## src/rtl/slave_port_arbiter.sv

```systemverilog
// Round-robin arbiter that shares one slave port between two masters, one
// transaction at a time, and routes ack and read data back to the owner.
module slave_port_arbiter #(
    parameter int ADDR_W = 32,
    parameter int DATA_W = 32
) (
    input  logic              clk,
    input  logic              rst_n,
    input  logic              master0_req,
    input  logic [ADDR_W-1:0] master0_addr,
    input  logic              master0_cmd,
    input  logic [DATA_W-1:0] master0_wdata,
    output logic              master0_ack,
    output logic [DATA_W-1:0] master0_rdata,
    output logic              master0_resp,
    input  logic              master1_req,
    input  logic [ADDR_W-1:0] master1_addr,
    input  logic              master1_cmd,
    input  logic [DATA_W-1:0] master1_wdata,
    output logic              master1_ack,
    output logic [DATA_W-1:0] master1_rdata,
    output logic              master1_resp,
    output logic              slave_req,
    output logic [ADDR_W-1:0] slave_addr,
    output logic              slave_cmd,
    output logic [DATA_W-1:0] slave_wdata,
    input  logic              slave_ack,
    input  logic [DATA_W-1:0] slave_rdata,
    input  logic              slave_resp,
    output logic [1:0]        stat0,
    output logic [1:0]        stat1
);

    typedef enum logic [1:0] {
        S_IDLE   = 2'd0,
        S_W_ACK  = 2'd1,
        S_W_DATA = 2'd2
    } state_t;

    localparam logic [1:0] ST_NO_REQ = 2'd0;
    localparam logic [1:0] ST_WAIT   = 2'd1;
    localparam logic [1:0] ST_W_ACK  = 2'd2;
    localparam logic [1:0] ST_W_DATA = 2'd3;

    state_t r_state;
    state_t w_next_state;
    logic   r_grant;
    logic   w_next_grant;
    logic   r_lp;
    logic   w_next_lp;

    logic [ADDR_W-1:0] w_sel_addr;
    logic              w_sel_cmd;
    logic [DATA_W-1:0] w_sel_wdata;

    // Owner status wins; otherwise a pending request reads as WAIT.
    function automatic logic [1:0] master_stat(input state_t st, input logic owner,
                                               input logic req);
        logic [1:0] s;
        if (owner && (st == S_W_ACK)) begin
            s = ST_W_ACK;
        end else if (owner && (st == S_W_DATA)) begin
            s = ST_W_DATA;
        end else if (req) begin
            s = ST_WAIT;
        end else begin
            s = ST_NO_REQ;
        end
        return s;
    endfunction

    assign w_sel_addr  = r_grant ? master1_addr  : master0_addr;
    assign w_sel_cmd   = r_grant ? master1_cmd   : master0_cmd;
    assign w_sel_wdata = r_grant ? master1_wdata : master0_wdata;

    // State, grant and last-grant pointer registers.
    always_ff @(posedge clk) begin
        if (!rst_n) begin
            r_state <= S_IDLE;
            r_grant <= 1'b0;
            r_lp    <= 1'b1;
        end else begin
            r_state <= w_next_state;
            r_grant <= w_next_grant;
            r_lp    <= w_next_lp;
        end
    end

    // Next-state logic; lp only moves to the master that just completed.
    always_comb begin
        w_next_state = r_state;
        w_next_grant = r_grant;
        w_next_lp    = r_lp;
        case (r_state)
            S_IDLE: begin
                if (master0_req && master1_req) begin
                    w_next_grant = ~r_lp;
                    w_next_state = S_W_ACK;
                end else if (master0_req) begin
                    w_next_grant = 1'b0;
                    w_next_state = S_W_ACK;
                end else if (master1_req) begin
                    w_next_grant = 1'b1;
                    w_next_state = S_W_ACK;
                end else begin
                    w_next_state = S_IDLE;
                end
            end
            S_W_ACK: begin
                if (slave_ack && w_sel_cmd) begin
                    w_next_state = S_IDLE;
                    w_next_lp    = r_grant;
                end else if (slave_ack) begin
                    w_next_state = S_W_DATA;
                end else begin
                    w_next_state = S_W_ACK;
                end
            end
            S_W_DATA: begin
                if (slave_resp) begin
                    w_next_state = S_IDLE;
                    w_next_lp    = r_grant;
                end else begin
                    w_next_state = S_W_DATA;
                end
            end
            default: begin
                w_next_state = S_IDLE;
            end
        endcase
    end

    // Slave-side mux, ack/rdata routing and per-master status.
    always_comb begin
        slave_req     = 1'b0;
        slave_addr    = {ADDR_W{1'b0}};
        slave_cmd     = 1'b0;
        slave_wdata   = {DATA_W{1'b0}};
        master0_ack   = 1'b0;
        master1_ack   = 1'b0;
        master0_resp  = 1'b0;
        master1_resp  = 1'b0;
        master0_rdata = {DATA_W{1'b0}};
        master1_rdata = {DATA_W{1'b0}};
        case (r_state)
            S_W_ACK: begin
                slave_req   = 1'b1;
                slave_addr  = w_sel_addr;
                slave_cmd   = w_sel_cmd;
                slave_wdata = w_sel_wdata;
                master0_ack = slave_ack & ~r_grant;
                master1_ack = slave_ack & r_grant;
            end
            S_W_DATA: begin
                if (slave_resp && !r_grant) begin
                    master0_resp  = 1'b1;
                    master0_rdata = slave_rdata;
                end else if (slave_resp && r_grant) begin
                    master1_resp  = 1'b1;
                    master1_rdata = slave_rdata;
                end else begin
                    master0_resp = 1'b0;
                    master1_resp = 1'b0;
                end
            end
            default: begin
                slave_req = 1'b0;
            end
        endcase
        stat0 = master_stat(r_state, ~r_grant, master0_req);
        stat1 = master_stat(r_state, r_grant, master1_req);
    end

endmodule
```

## config.mk

```make
export PLATFORM = sky130hd
export DESIGN_NAME = slave_port_arbiter
export DESIGN_NICKNAME = d
export VERILOG_FILES = /design/src/rtl/slave_port_arbiter.sv
export SDC_FILE = /design/constraint.sdc
export NUM_CORES = 1
export LEC_CHECK = 0
export ABC_AREA = 0
export BUFFER_PORTS_ARGS = -buffer_cell sky130_fd_sc_hd__buf_2
export CORE_AREA = 2 2 117 119
export DETAILED_ROUTE_END_ITERATION = 7
export DIE_AREA = 0 0 119 121
export GPL_TIMING_DRIVEN = 0
export PLACE_DENSITY = 0.57
export RECOVER_POWER = 100
export SYNTH_ARGS = -nofsm -noshare
export SYNTH_HDL_FRONTEND = slang
export SYNTH_SLANG_ARGS = --single-unit
export TNS_END_PERCENT = 10
```

## constraint.sdc

```tcl
create_clock -name clk -period 1.33 [get_ports clk]
set_input_delay 0.0665 -clock clk [delete_from_list [all_inputs] [get_ports clk]]
set_output_delay 0.0665 -clock clk [all_outputs]
set_load 0.005 [all_outputs]
```

==> flow_summary.yaml <==
grt:
  grt_max_degree: 11
  global_route_wire_length_before_repair_um: 13800
  grt_antenna_before_repair: 0
  global_route.overflow_total: 0
  globalRouteTotalUtil: 0.121
  via_count_of_the_first_global_routing_pass: 2759
drt:
  drc: 0
  drt_pass1_iterations: 4
  post_dr_wirelength_cell_um: 12.8
  antenna_left: 0
  routed-via-count: 2905
  drt_first_iter_violations: 137
  via_to_cell_ratio: 3.85
  routed_wl_um: 9680
synth:
  postSynthNetCount: 421
  netlist_instances: 253
  ys_top_cells_by_area: "sky130_fd_sc_hd__mux2i_1 36%, sky130_fd_sc_hd__and2_1 22%, sky130_fd_sc_hd__nor2_1 14%"
  post-synth-top-area-cell: "sky130_fd_sc_hd__mux2i_1"
  synthesis.area_per_instance_um2: 7.07
  synth.ff_latch_count: 4
  yosys.area.top_type_share: 0.364
  synth_warnings: 0
  synth.cell_area_um2: 1790
  synth-seq-area-share: 0.0448
  post_synth_num_cell_types: 23
clock_network:
  tritoncts_clock_tree: "done"
  cts-root-buf: "sky130_fd_sc_hd__clkbuf_16"
  htree_num_levels: 1
  max_root_sink_buffers: 2
  clkLatencyLatePin_ps: 220
  cts_made_buffers: 3
  path_clk_slew_ps: 30
  hold_fix_buffers_cts: 0
  clock_sink_count: 4
sta:
  clock-skew-final_ps: 1.17
  slew_headroom: 0.768
  grt_setup_unrepaired: "true"
  finalHoldViolations: 0
  post-route-worst-setup-slack_ps: -129
  period_share: 1.10
  post-route-min-period_ps: 1460
  drv_slew: 0
  worstMarginPinSlew_ps: 339
  finalSetupViolations: 129
  fmax_ghz: 0.685
setup_path:
  r2r.worst_path.cells: 5
  cp.arrival_ps: 1390
  cp-end-kind: "output port"
  crit_fanout: 4
  regToRegEndpoint: "r_state[1]"
  timing.rr.start: "r_grant"
  start_kind: "flop"
  reg2reg_setup_slack_ps: -70
  worstSetupPathType: "flop to output port"
  cp_data_required_time_ps: 1260
floorplanning:
  chipHeight_um: 121
  core-area_um2: 13100
  die_w_um: 119
  io_pins: 306
  floorplan.die_area_um2: 14400
  initial_core_utilization: 0.137
  site_row_count: 42
power_and_ir_drop:
  power.total_mw: 1.83
  cellPowerDensity_nw_per_um2: 444
  p_leak_nw: 2.36
  irDropWorstVdd_v: 0.000293
run_status:
  violations: "negative setup slack"
  result_of_the_run: "finished with violations"
min_path:
  hold_path_class: "primary input to flop"
  hold_path_startpoint: "slave_ack"
  number_of_instances_on_the_worst_hold_path: 2
  hold_end: "r_state[0]"
cells_and_area:
  drive_gt1_frac: 0.644
  finish.cell_count_without_fillers: 754
  final_net_count: 748
  n_fill_cell: 1411
  syn_to_final_growth_pct: 131
  antennaDiodeCount: 0
placed_design:
  buffer_ports.inserted: 305
  dpl.cell_count: 734
  gp_congestion: 0.841
  hpwl_um: 8140
flow_run:
  number_of_max_capacitance_violations_reported: 0
[repair_timing]
item,in CTS,in global routing
gates cloned,7,0
gates resized for setup,59,12
pin swaps,12,4
endpoints found under the setup margin,136,139
setup buffers,9,2
[critical path, cell delays in order, from the launching register on]
cell                        delay, ps
sky130_fd_sc_hd__dfxtp_2          350
sky130_fd_sc_hd__bufbuf_16        280
sky130_fd_sc_hd__buf_4            120
sky130_fd_sc_hd__mux2i_4          240
sky130_fd_sc_hd__nor2_1            50
sky130_fd_sc_hd__buf_2            120
[layer usage]
layer | vias up | global-route usage | wire, um
met5 | - | 0 | 0
met4 | 0 | 0.0156 | 25
met3 | 2 | 0.0211 | 786
met2 | 183 | 0.260 | 5460
met1 | 1237 | 0.121 | 3410
li1 | 1483 | - | -
[flip-flops by register name, summed over array words and instances, names as in the netlist]
register	flops
r_state	2
r_grant	1
r_lp	1
[area by class of cell]
class	count	area [um^2]	area share
multi-input combinational	222	1580	0.382
clock buffer	3	75.1	0.0182
inverter	3	16.3	0.00394
buffer	23	337	0.0816
timing repair buffer	323	1820	0.440
tap	176	220	0.0534
sequential	4	86.3	0.0209
[synth_stat cells]
library cell                number
sky130_fd_sc_hd__nor2_1         69
sky130_fd_sc_hd__mux2i_1        65
sky130_fd_sc_hd__and2_1         64
sky130_fd_sc_hd__buf_6          13
sky130_fd_sc_hd__buf_2           7
sky130_fd_sc_hd__a21oi_1         4
sky130_fd_sc_hd__buf_4           4
sky130_fd_sc_hd__dfxtp_1         4
sky130_fd_sc_hd__o21ai_0         4
sky130_fd_sc_hd__inv_1           2
sky130_fd_sc_hd__nand2b_1        2
sky130_fd_sc_hd__nor2_4          2
sky130_fd_sc_hd__o211ai_1        2
sky130_fd_sc_hd__o21a_1          2
sky130_fd_sc_hd__a2111oi_0       1
sky130_fd_sc_hd__a211oi_1        1
sky130_fd_sc_hd__a22oi_1         1
sky130_fd_sc_hd__and3_1          1
sky130_fd_sc_hd__inv_2           1
sky130_fd_sc_hd__nand3b_1        1
sky130_fd_sc_hd__nand3b_4        1
sky130_fd_sc_hd__nor3_1          1
sky130_fd_sc_hd__or3b_1          1
[logic make-up (layout without fill, tap and decap cells)]
family	Yosys count	after routing	share of synthesized area
flip-flops	4	4	0.0448
AND/OR/NAND/NOR	142	142	0.415
buffers and inverters	27	352	0.124
multiplexers	65	65	0.364
AO/OA/AOI/OAI	15	15	0.0524
[report_power, final]
part	total, mW	leakage (nW)	switching (mW)	internal (mW)
Combinational	1.23	2.28	0.515	0.718
Clock	0.460	0.0370	0.0768	0.383
Sequential	0.140	0.0343	0.00895	0.131
[how the worst max path moves through the flow]
stage | from | end | slack, ps | cells past startpoint
after floorplan | r_state[0] | slave_addr[11] | 260 | 6
after global placement | r_grant | slave_wdata[8] | -30 | 5
after detailed placement | r_grant | slave_addr[5] | -20 | 5
after CTS | r_grant | slave_cmd | -150 | 5
after global routing | r_grant | slave_addr[27] | -200 | 6
final | r_grant | slave_cmd | -130 | 5
[stage by stage]
stage	setup slack [ps]	TNS, ps	hold WS, ps	area, um^2	utilization
2_1_floorplan	256	0	155	1790	-
5_1_grt	-197	-20200	90.5	4130	0.315
3_3_place_gp	-29.7	-151	297	3540	0.270
6_report	-129	-10730	80.3	4130	0.315
4_1_cts	-147	-13290	71.6	4080	0.312
3_5_place_dp	-16.9	-71.6	299	3540	0.270
[cell usage in the layout, fill, tap and decap left out, drive strengths merged]
cell type    n
a21oi        4
buf        340
o211ai       2
or3b         1
clkbuf       6
nor2        71
o21ai        4
nand2b       2
nand3b       2
o21a         2
and3         1
mux2i       65
a22oi        1
bufbuf       3
a211oi       1
nor3         1
inv          3
and2        64
a2111oi      1
dfxtp        4
(Power assumes the default switching activity.)
